===== src/rtl/fp_addsub_arbiter.sv =====
// Round-robin arbiter sharing one fixed-latency FP add/sub datapath between N_REQ requesters.
// Each requester has a single credit; results return through a one-deep buffer per requester.
module fp_addsub_arbiter #(
    parameter int unsigned WIDTH = 32,
    parameter int unsigned N_REQ = 2,
    parameter int unsigned LAT   = 3,
    parameter int unsigned CNT_W = 16
) (
    input  logic                   clk,
    input  logic                   rst,
    input  logic [N_REQ-1:0]       req_valid,
    output logic [N_REQ-1:0]       req_ready,
    input  logic [N_REQ*WIDTH-1:0] req_a,
    input  logic [N_REQ*WIDTH-1:0] req_b,
    input  logic [N_REQ-1:0]       req_op,
    output logic [N_REQ-1:0]       resp_valid,
    input  logic [N_REQ-1:0]       resp_ready,
    output logic [N_REQ*WIDTH-1:0] resp_result,
    output logic                   dp_valid,
    output logic [WIDTH-1:0]       dp_a,
    output logic [WIDTH-1:0]       dp_b,
    output logic                   dp_op,
    input  logic [WIDTH-1:0]       dp_result,
    output logic [N_REQ-1:0]       busy,
    output logic [CNT_W-1:0]       ops_issued
);

    localparam int unsigned TAG_W = $clog2(N_REQ);
    localparam int unsigned CAND_W = TAG_W + 1;
    localparam int unsigned NSTG = LAT + 1;

    typedef logic [TAG_W-1:0]  tag_t;
    typedef logic [CAND_W-1:0] cand_t;

    // Architectural state
    logic [N_REQ-1:0]       busy_q, busy_d;
    logic [N_REQ-1:0]       resp_valid_q, resp_valid_d;
    logic [N_REQ*WIDTH-1:0] resp_result_q, resp_result_d;
    logic                   dp_valid_q, dp_valid_d;
    logic [WIDTH-1:0]       dp_a_q, dp_a_d;
    logic [WIDTH-1:0]       dp_b_q, dp_b_d;
    logic                   dp_op_q, dp_op_d;
    tag_t                   rr_ptr_q, rr_ptr_d;
    logic [CNT_W-1:0]       ops_q, ops_d;
    logic [NSTG-1:0]        pipe_vld_q, pipe_vld_d;
    tag_t                   pipe_tag_q [NSTG];

    // Arbitration signals
    logic [N_REQ-1:0] eligible;
    logic             grant_vld;
    tag_t             grant_tag;
    cand_t            cand;
    logic [WIDTH-1:0] sel_a;
    logic [WIDTH-1:0] sel_b;
    logic             sel_op;
    logic [N_REQ-1:0] consume;
    logic             ret_vld;
    tag_t             ret_tag;

    assign eligible = req_valid & ~busy_q;

    // Search from rr_ptr upward, wrapping; cand is one bit wider so the sum cannot overflow.
    always_comb begin
        grant_vld = 1'b0;
        grant_tag = '0;
        cand      = '0;
        for (int unsigned k = 0; k < N_REQ; k++) begin
            cand = cand_t'(rr_ptr_q) + cand_t'(k);
            if (cand >= cand_t'(N_REQ)) begin
                cand = cand - cand_t'(N_REQ);
            end
            for (int unsigned i = 0; i < N_REQ; i++) begin
                if (!grant_vld && cand == cand_t'(i) && eligible[i]) begin
                    grant_vld = 1'b1;
                    grant_tag = tag_t'(i);
                end
            end
        end
    end

    always_comb begin
        req_ready = '0;
        sel_a     = '0;
        sel_b     = '0;
        sel_op    = 1'b0;
        for (int unsigned i = 0; i < N_REQ; i++) begin
            if (grant_vld && grant_tag == tag_t'(i)) begin
                req_ready[i] = 1'b1;
                sel_a        = req_a[i*WIDTH +: WIDTH];
                sel_b        = req_b[i*WIDTH +: WIDTH];
                sel_op       = req_op[i];
            end
        end
    end

    // Issue side: registered operands hold when nothing is accepted.
    always_comb begin
        dp_valid_d = grant_vld;
        dp_a_d     = dp_a_q;
        dp_b_d     = dp_b_q;
        dp_op_d    = dp_op_q;
        rr_ptr_d   = rr_ptr_q;
        ops_d      = ops_q;
        if (grant_vld) begin
            dp_a_d  = sel_a;
            dp_b_d  = sel_b;
            dp_op_d = sel_op;
            ops_d   = ops_q + CNT_W'(1);
            if (grant_tag == tag_t'(N_REQ - 1)) begin
                rr_ptr_d = '0;
            end else begin
                rr_ptr_d = grant_tag + tag_t'(1);
            end
        end
    end

    assign pipe_vld_d = {pipe_vld_q[NSTG-2:0], grant_vld};
    assign ret_vld    = pipe_vld_q[NSTG-1];
    assign ret_tag    = pipe_tag_q[NSTG-1];
    assign consume    = resp_valid_q & resp_ready;

    // A requester's buffer can't be both consumed and refilled in one cycle: busy blocks reissue.
    always_comb begin
        busy_d        = busy_q & ~consume;
        resp_valid_d  = resp_valid_q & ~consume;
        resp_result_d = resp_result_q;
        for (int unsigned i = 0; i < N_REQ; i++) begin
            if (grant_vld && grant_tag == tag_t'(i)) begin
                busy_d[i] = 1'b1;
            end
            if (ret_vld && ret_tag == tag_t'(i)) begin
                resp_valid_d[i]                  = 1'b1;
                resp_result_d[i*WIDTH +: WIDTH]  = dp_result;
            end
        end
    end

    always_ff @(posedge clk) begin
        if (rst) begin
            busy_q        <= '0;
            resp_valid_q  <= '0;
            resp_result_q <= '0;
            dp_valid_q    <= 1'b0;
            dp_a_q        <= '0;
            dp_b_q        <= '0;
            dp_op_q       <= 1'b0;
            rr_ptr_q      <= '0;
            ops_q         <= '0;
            pipe_vld_q    <= '0;
            for (int unsigned s = 0; s < NSTG; s++) begin
                pipe_tag_q[s] <= '0;
            end
        end else begin
            busy_q        <= busy_d;
            resp_valid_q  <= resp_valid_d;
            resp_result_q <= resp_result_d;
            dp_valid_q    <= dp_valid_d;
            dp_a_q        <= dp_a_d;
            dp_b_q        <= dp_b_d;
            dp_op_q       <= dp_op_d;
            rr_ptr_q      <= rr_ptr_d;
            ops_q         <= ops_d;
            pipe_vld_q    <= pipe_vld_d;
            pipe_tag_q[0] <= grant_tag;
            for (int unsigned s = 1; s < NSTG; s++) begin
                pipe_tag_q[s] <= pipe_tag_q[s-1];
            end
        end
    end

    assign busy        = busy_q;
    assign resp_valid  = resp_valid_q;
    assign resp_result = resp_result_q;
    assign dp_valid    = dp_valid_q;
    assign dp_a        = dp_a_q;
    assign dp_b        = dp_b_q;
    assign dp_op       = dp_op_q;
    assign ops_issued  = ops_q;

endmodule


===== config.mk =====
export PLATFORM = sky130hd
export DESIGN_NAME = fp_addsub_arbiter
export DESIGN_NICKNAME = d
export VERILOG_FILES = /design/src/rtl/fp_addsub_arbiter.sv
export SDC_FILE = /design/constraint.sdc
export NUM_CORES = 1
export LEC_CHECK = 0
export CORE_MARGIN = 2
export CORE_UTILIZATION = 30
export CTS_CLUSTER_DIAMETER = 100
export DETAILED_ROUTE_END_ITERATION = 8
export PLACE_DENSITY = 0.63
export RECOVER_POWER = 25
export SYNTH_ARGS = -nofsm -noshare
export SYNTH_HDL_FRONTEND = slang
export SYNTH_SLANG_ARGS = --single-unit

===== constraint.sdc =====
create_clock -name clk -period 2.2 [get_ports clk]
set_clock_uncertainty 0.1 [all_clocks]
set_input_delay 0.33 -clock clk [delete_from_list [all_inputs] [get_ports clk]]
set_output_delay 0.33 -clock clk [all_outputs]
set_load 0.005 [all_outputs]

# After elaboration in Yosys (flattened, before gate mapping)
# Memory sizes are Yosys's and may differ from the RTL's.
# Index checks and enable logic that the tools add are counted.
[totals]
ram_bits = 4
mem_count = 1
reg_bits = 155
[mem_list]
columns = ["name", "depth", "width", "read_ports", "rd_clocked_by_memory_dff", "write_ports", "line", "text"]
rows = [
  ["pipe_tag_q", 4, 1, 4, 0, 4, "46", "tag_t pipe_tag_q [NSTG];"],
]
[classes]
eq_ne = 2
bitwise = 12
order_cmp = 2
n_mux = 29
n_addsub = 5
reduce_logical = 16
[ops]
columns = ["op", "count"]
rows = [
  ["$mux 32", 4],
  ["$mux 1", 23],
  ["$add 16x1->16 const B", 1],
  ["$logic_and 1x1->1", 11],
  ["$and 2x2->2", 4],
  ["$eq 2x1->1 const B", 2],
  ["$logic_not 2->1", 2],
  ["$mux 2", 2],
  ["$not 2->2", 2],
  ["$or 1x1->1", 4],
  ["$logic_not 1->1", 3],
  ["$add 1x1->2 const B", 1],
  ["$ge 1x2->1 const B", 1],
  ["$ge 2x2->1 const B", 1],
  ["$not 1->1", 2],
  ["$sub 1x2->2 const B", 1],
  ["$sub 2x2->2 const B", 1],
  ["$add 1x1->1 const B", 1],
]

# Logic depth before layout (Yosys ltp)
[logic_depth]
depth_word = 21
depth_mapped = 6

# Worst setup path before layout
# OpenSTA, ideal clock, no wires.
[synth_path]
kind = "reg-to-reg"
from = "register ops_q[6] (netlist: ops_issued[6])"
to = "register ops_q[15] (netlist: ops_issued[15])"
synth_period_minus_slack_ns = 1.632
required_time_ns = 2.030
slack_ns = 0.568
stages_incl_launch_ff = 6
path_buffers = 1
t_arrival_ns = 1.462
setup_ns = 0.070
path_cell_list = "dfxtp_1 > buf_4 > nand4_2 > a2111o_1 > or3_1 > a21oi_1"
[synth_via]
elab_chain_len = 1
[synth_rtl]
columns = ["element", "line", "text"]
rows = [
  ["start, declared", "44", "logic [CNT_W-1:0] ops_q, ops_d;"],
  ["start signal, assigned", "162", "ops_q <= ops_d;"],
  ["$add 16x1->16", "108", "ops_d = ops_q + CNT_W'(1);"],
]
# Every way passes these cells.
# A chain may end at the register's enable or synchronous reset.

# Final worst setup path
[layout_path]
from = "input req_valid[1]"
to = "output req_ready[0]"
[layout_via]
elab_chain_len = 14
word_cells_on_any_way = 17
classes_between = "mux: 7; bitwise: 2; reduce/logical: 8"
[layout_rtl]
columns = ["element", "line", "text"]
rows = [
  ["start, declared", "11", "input logic [N_REQ-1:0] req_valid,"],
  ["$and 2x2->2 (*)", "60", "assign eligible = req_valid & ~busy_q;"],
  ["$logic_and 1x1->1", "73", "if (!grant_vld && cand == cand_t'(i) && eligible[i]) begin"],
  ["$mux 1", "73", ""],
  ["$logic_not 1->1", "73", ""],
  ["$logic_and 1x1->1 (2 in series)", "73", ""],
  ["$mux 1", "73", ""],
  ["$logic_not 1->1", "73", ""],
  ["$logic_and 1x1->1 (2 in series)", "73", ""],
  ["$mux 1", "73", ""],
  ["$not 1->1", "87", "if (grant_vld && grant_tag == tag_t'(i)) begin"],
  ["$logic_and 1x1->1 (*)", "87", ""],
  ["$mux 1 (*)", "87", ""],
  ["end, declared", "12", "output logic [N_REQ-1:0] req_ready,"],
]
# Every way passes the cells marked *; elsewhere a longest branch is shown, timed or not.

==> impl_metrics.toml <==
[setup_path]
critPathLaunchType = "input port"
end_kind = "primary output"
regToRegStartpoint = "busy[0]"
cp.required_ns = 1.77
cp_max_fo = 3
critPathMaxStageDelay_ns = 0.44
worst_path_max_delay_cell = "clkdlybuf4s50_1"
cp_top_family = "buffers and inverters"
r2r-end = "dp_b[0]"
cp_data_arrival_time_ns = 1.55
crit_chain = "clkdlybuf4s50_1 > nor2b_1 > buf_4 > a21oi_4 > dlygate4sd2_1"
worstRegToRegCells = 5
path_depth = 5
cp_num_buf_inv = 3
path_class = "in2out"
rrSetupSlack_ns = 0.29

[die]
die_h_um = 141.8
start_util = 0.3054
coreArea_um2 = 18640
rows = 50
die_w_um = 141.8
dieArea_um2 = 20090
pin_count = 320

[finish]
final_nets = 1106
drive_gt1_frac = 0.05901
layoutNonFillerInstCount = 1183
fin_area_um2 = 9749
diodes = 0
final.fill_count = 1779
syn2layout_area_growth_pct = 71.25

[global_routing]
grt_pass1_wl_um = 31050
grtUsageTotal = 0.1967
grt_pass1_vias = 5721
grt_max_degree = 67
antenna_found_initial = 0
grt.overflow.total = 0

[clock_network]
cts_max_level = 4
clkSinkCount = 158
clockBufferDepth = 2
tritoncts = "done"
hold_buffers = 0
cts_made_buffers = 17
path_clk_slew_ns = 0.06
insertion_delay_ns = 0.43
cts_root_buf = "clkbuf_16"

[drt]
wl_per_cell_um = 17.33
drc = 0
via_per_inst = 5.040
vias = 5962
wl_um = 20500
antenna_left = 0
first_pass_iters = 8
dr.first_iter.drc_count = 377

[synthesis]
synth_edf_count = 0
synth_seq_area_share = 0.5556
synth_top_area_cell = "dfxtp_1"
synth_top_area_share = 0.5556
synth_top_cells_by_count = "158 x dfxtp_1, 136 x nand2_1, 83 x nor2_1"
synth_ff_type = "dfxtp_1"
synth_fp_nets = 804
yosysWarnings = 0
synth-seq-cells = 158
yosysMostFrequentCell = "dfxtp_1"
avgSynthCellArea_um2 = 8.965
async_flop_share = 0
synth_area_um2 = 5693
ys_top_cells_by_area = "dfxtp_1 56%, a222oi_1 11%, nand2_1 9.0%, a21oi_1 6.7%, nor2_1 5.5%"
syn_inst = 635
yosysUniqueCellTypes = 33

[timing]
drv_slew = 0
grt_setup_unrepaired = "false"
max_freq_mhz = 505.2
hold_viol_final = 0
timing.hold.ws_ns = 0.3362
finalCritPeriodShare = 0.8997
worstMarginPinSlew_ns = 0.9946
period_minus_slack_ns = 1.979
max_slew_margin = 0.3370
setup_violations = 0

[power_and_ir_drop]
p_leak_nw = 3.411
p_total_mw = 7.314
intPower_mw = 5.566
clkPwrFrac = 0.430
power_density_nw_per_um2 = 750.2
swShare = 0.2390
vdd_drop_max_uv = 442.4
power_frac_comb = 0.148
p_seq_frac = 0.422
power_switching_mw = 1.748

[min_path]
holdPathStages = 1
worstHoldPathType = "reg2reg"
min_to = "pipe_vld_q[2]"
min_from = "pipe_vld_q[1]"

[job]
cap_violations = 0

[placement]
gp_congestion = 0.7923
place.port_buffers = 319
place_inst = 1152
dp_hpwl_um = 13950
place_area_um2 = 9165

[status]
status = "finished clean"
[per-layer routing]
layer,vias up,GRT usage,wire length [um]
met5,-,0,0
met4,0,0.05579,295
met3,23,0.07695,1992
met2,259,0.3186,9582
met1,2808,0.2436,8633
li1,2872,-,-
[state kept, by name (all words and copies together) (netlist names)]
name         count
resp_result     64
dp_b            32
pipe_tag_q       4
dp_op            1
rr_ptr_q         1
ops_issued      16
dp_a            32
resp_valid       2
pipe_vld_q       4
busy             2
[logic make-up after synthesis]
logic type      after synthesis  synth area share
buf+inv                      58           0.04088
compound gates              157            0.2042
fa+ha+maj                     1          0.002197
flops                       158            0.5556
simple gates                250            0.1800
xor+xnor                     10           0.01539
mux                           1          0.001758
[layout by cell type, fill, tap and decap left out, types with 2 or more instances in the layout]
master           Yosys  final
a2111oi_2            2      2
a211oi_1             4      4
a21oi_1             76     75
a222oi_1            65     65
buf_12               0      2
buf_4                1     11
bufinv_16            0      4
clkbuf_1            47      7
clkbuf_16            0     17
clkbuf_2             0      3
clkbuf_4             0      2
clkdlybuf4s50_1      0    316
clkinv_4             0      3
dfxtp_1            158    158
dlygate4sd2_1        0      2
inv_6                0      2
nand2_1            136    136
nand2b_1             5      4
nand3_1              5      5
nand4b_1             2      2
nor2_1              83     82
nor2b_1              9      8
o21ai_0              5      5
or3_1                2      2
xnor2_1              7      7
xor2_1               3      3
[area by class of cell]
| cell class | count | area, um^2 | area share |
|---|---|---|---|
| Clock buffer | 20 | 436.7 | 0.04479 |
| Timing Repair Buffer | 340 | 3348 | 0.3434 |
| Clock inverter | 11 | 182.7 | 0.01874 |
| Inverter | 1 | 3.754 | 0.0003850 |
| Tap cell | 234 | 292.8 | 0.03003 |
| Multi-Input combinational cell | 419 | 2322 | 0.2382 |
| Sequential cell | 158 | 3163 | 0.3244 |
[what timing repair did]
item                                    in CTS  in global routing
setup buffers                                0                  0
resized for setup                            3                  0
endpoints found under the setup margin       2                  0
[through the flow]
step	setup slack (ns)	TNS [ns]	utilization
floorplan	0.5680	0	-
global placement	-0.1595	-8.748	0.4916
detailed placement	-0.1910	-9.154	0.4916
CTS	0.1712	0	0.5248
global route	0.1273	0	0.5230
finish	0.2206	0	0.5230
[worst max path at each step]
| stage | slack [ns] | to | from |
|---|---|---|---|
| after global placement | -0.16 | dp_b[0] | req_valid[1] |
| final | 0.22 | req_ready[0] | req_valid[1] |
| after floorplan | 0.57 | ops_issued[15] | ops_issued[6] |
| after CTS | 0.17 | req_ready[1] | busy[0] |
| after global routing | 0.13 | dp_b[15] | busy[0] |
| after detailed placement | -0.19 | dp_b[23] | req_valid[1] |
[power groups by stage]
| stage | logic [mW] | registers [mW] | clock network (mW) |
|---|---|---|---|
| 6_report | 1.08 | 3.08 | 3.15 |
| 5_1_grt | 1.18 | 3.10 | 3.32 |
| 2_1_floorplan | 0.371 | 3.14 | 0 |
| 3_3_place_gp | 1.10 | 3.14 | 0 |
| 4_1_cts | 1.10 | 3.08 | 3.23 |
| 3_5_place_dp | 1.10 | 3.14 | 0 |
No activity file was read; power rests on OpenSTA's default activity.
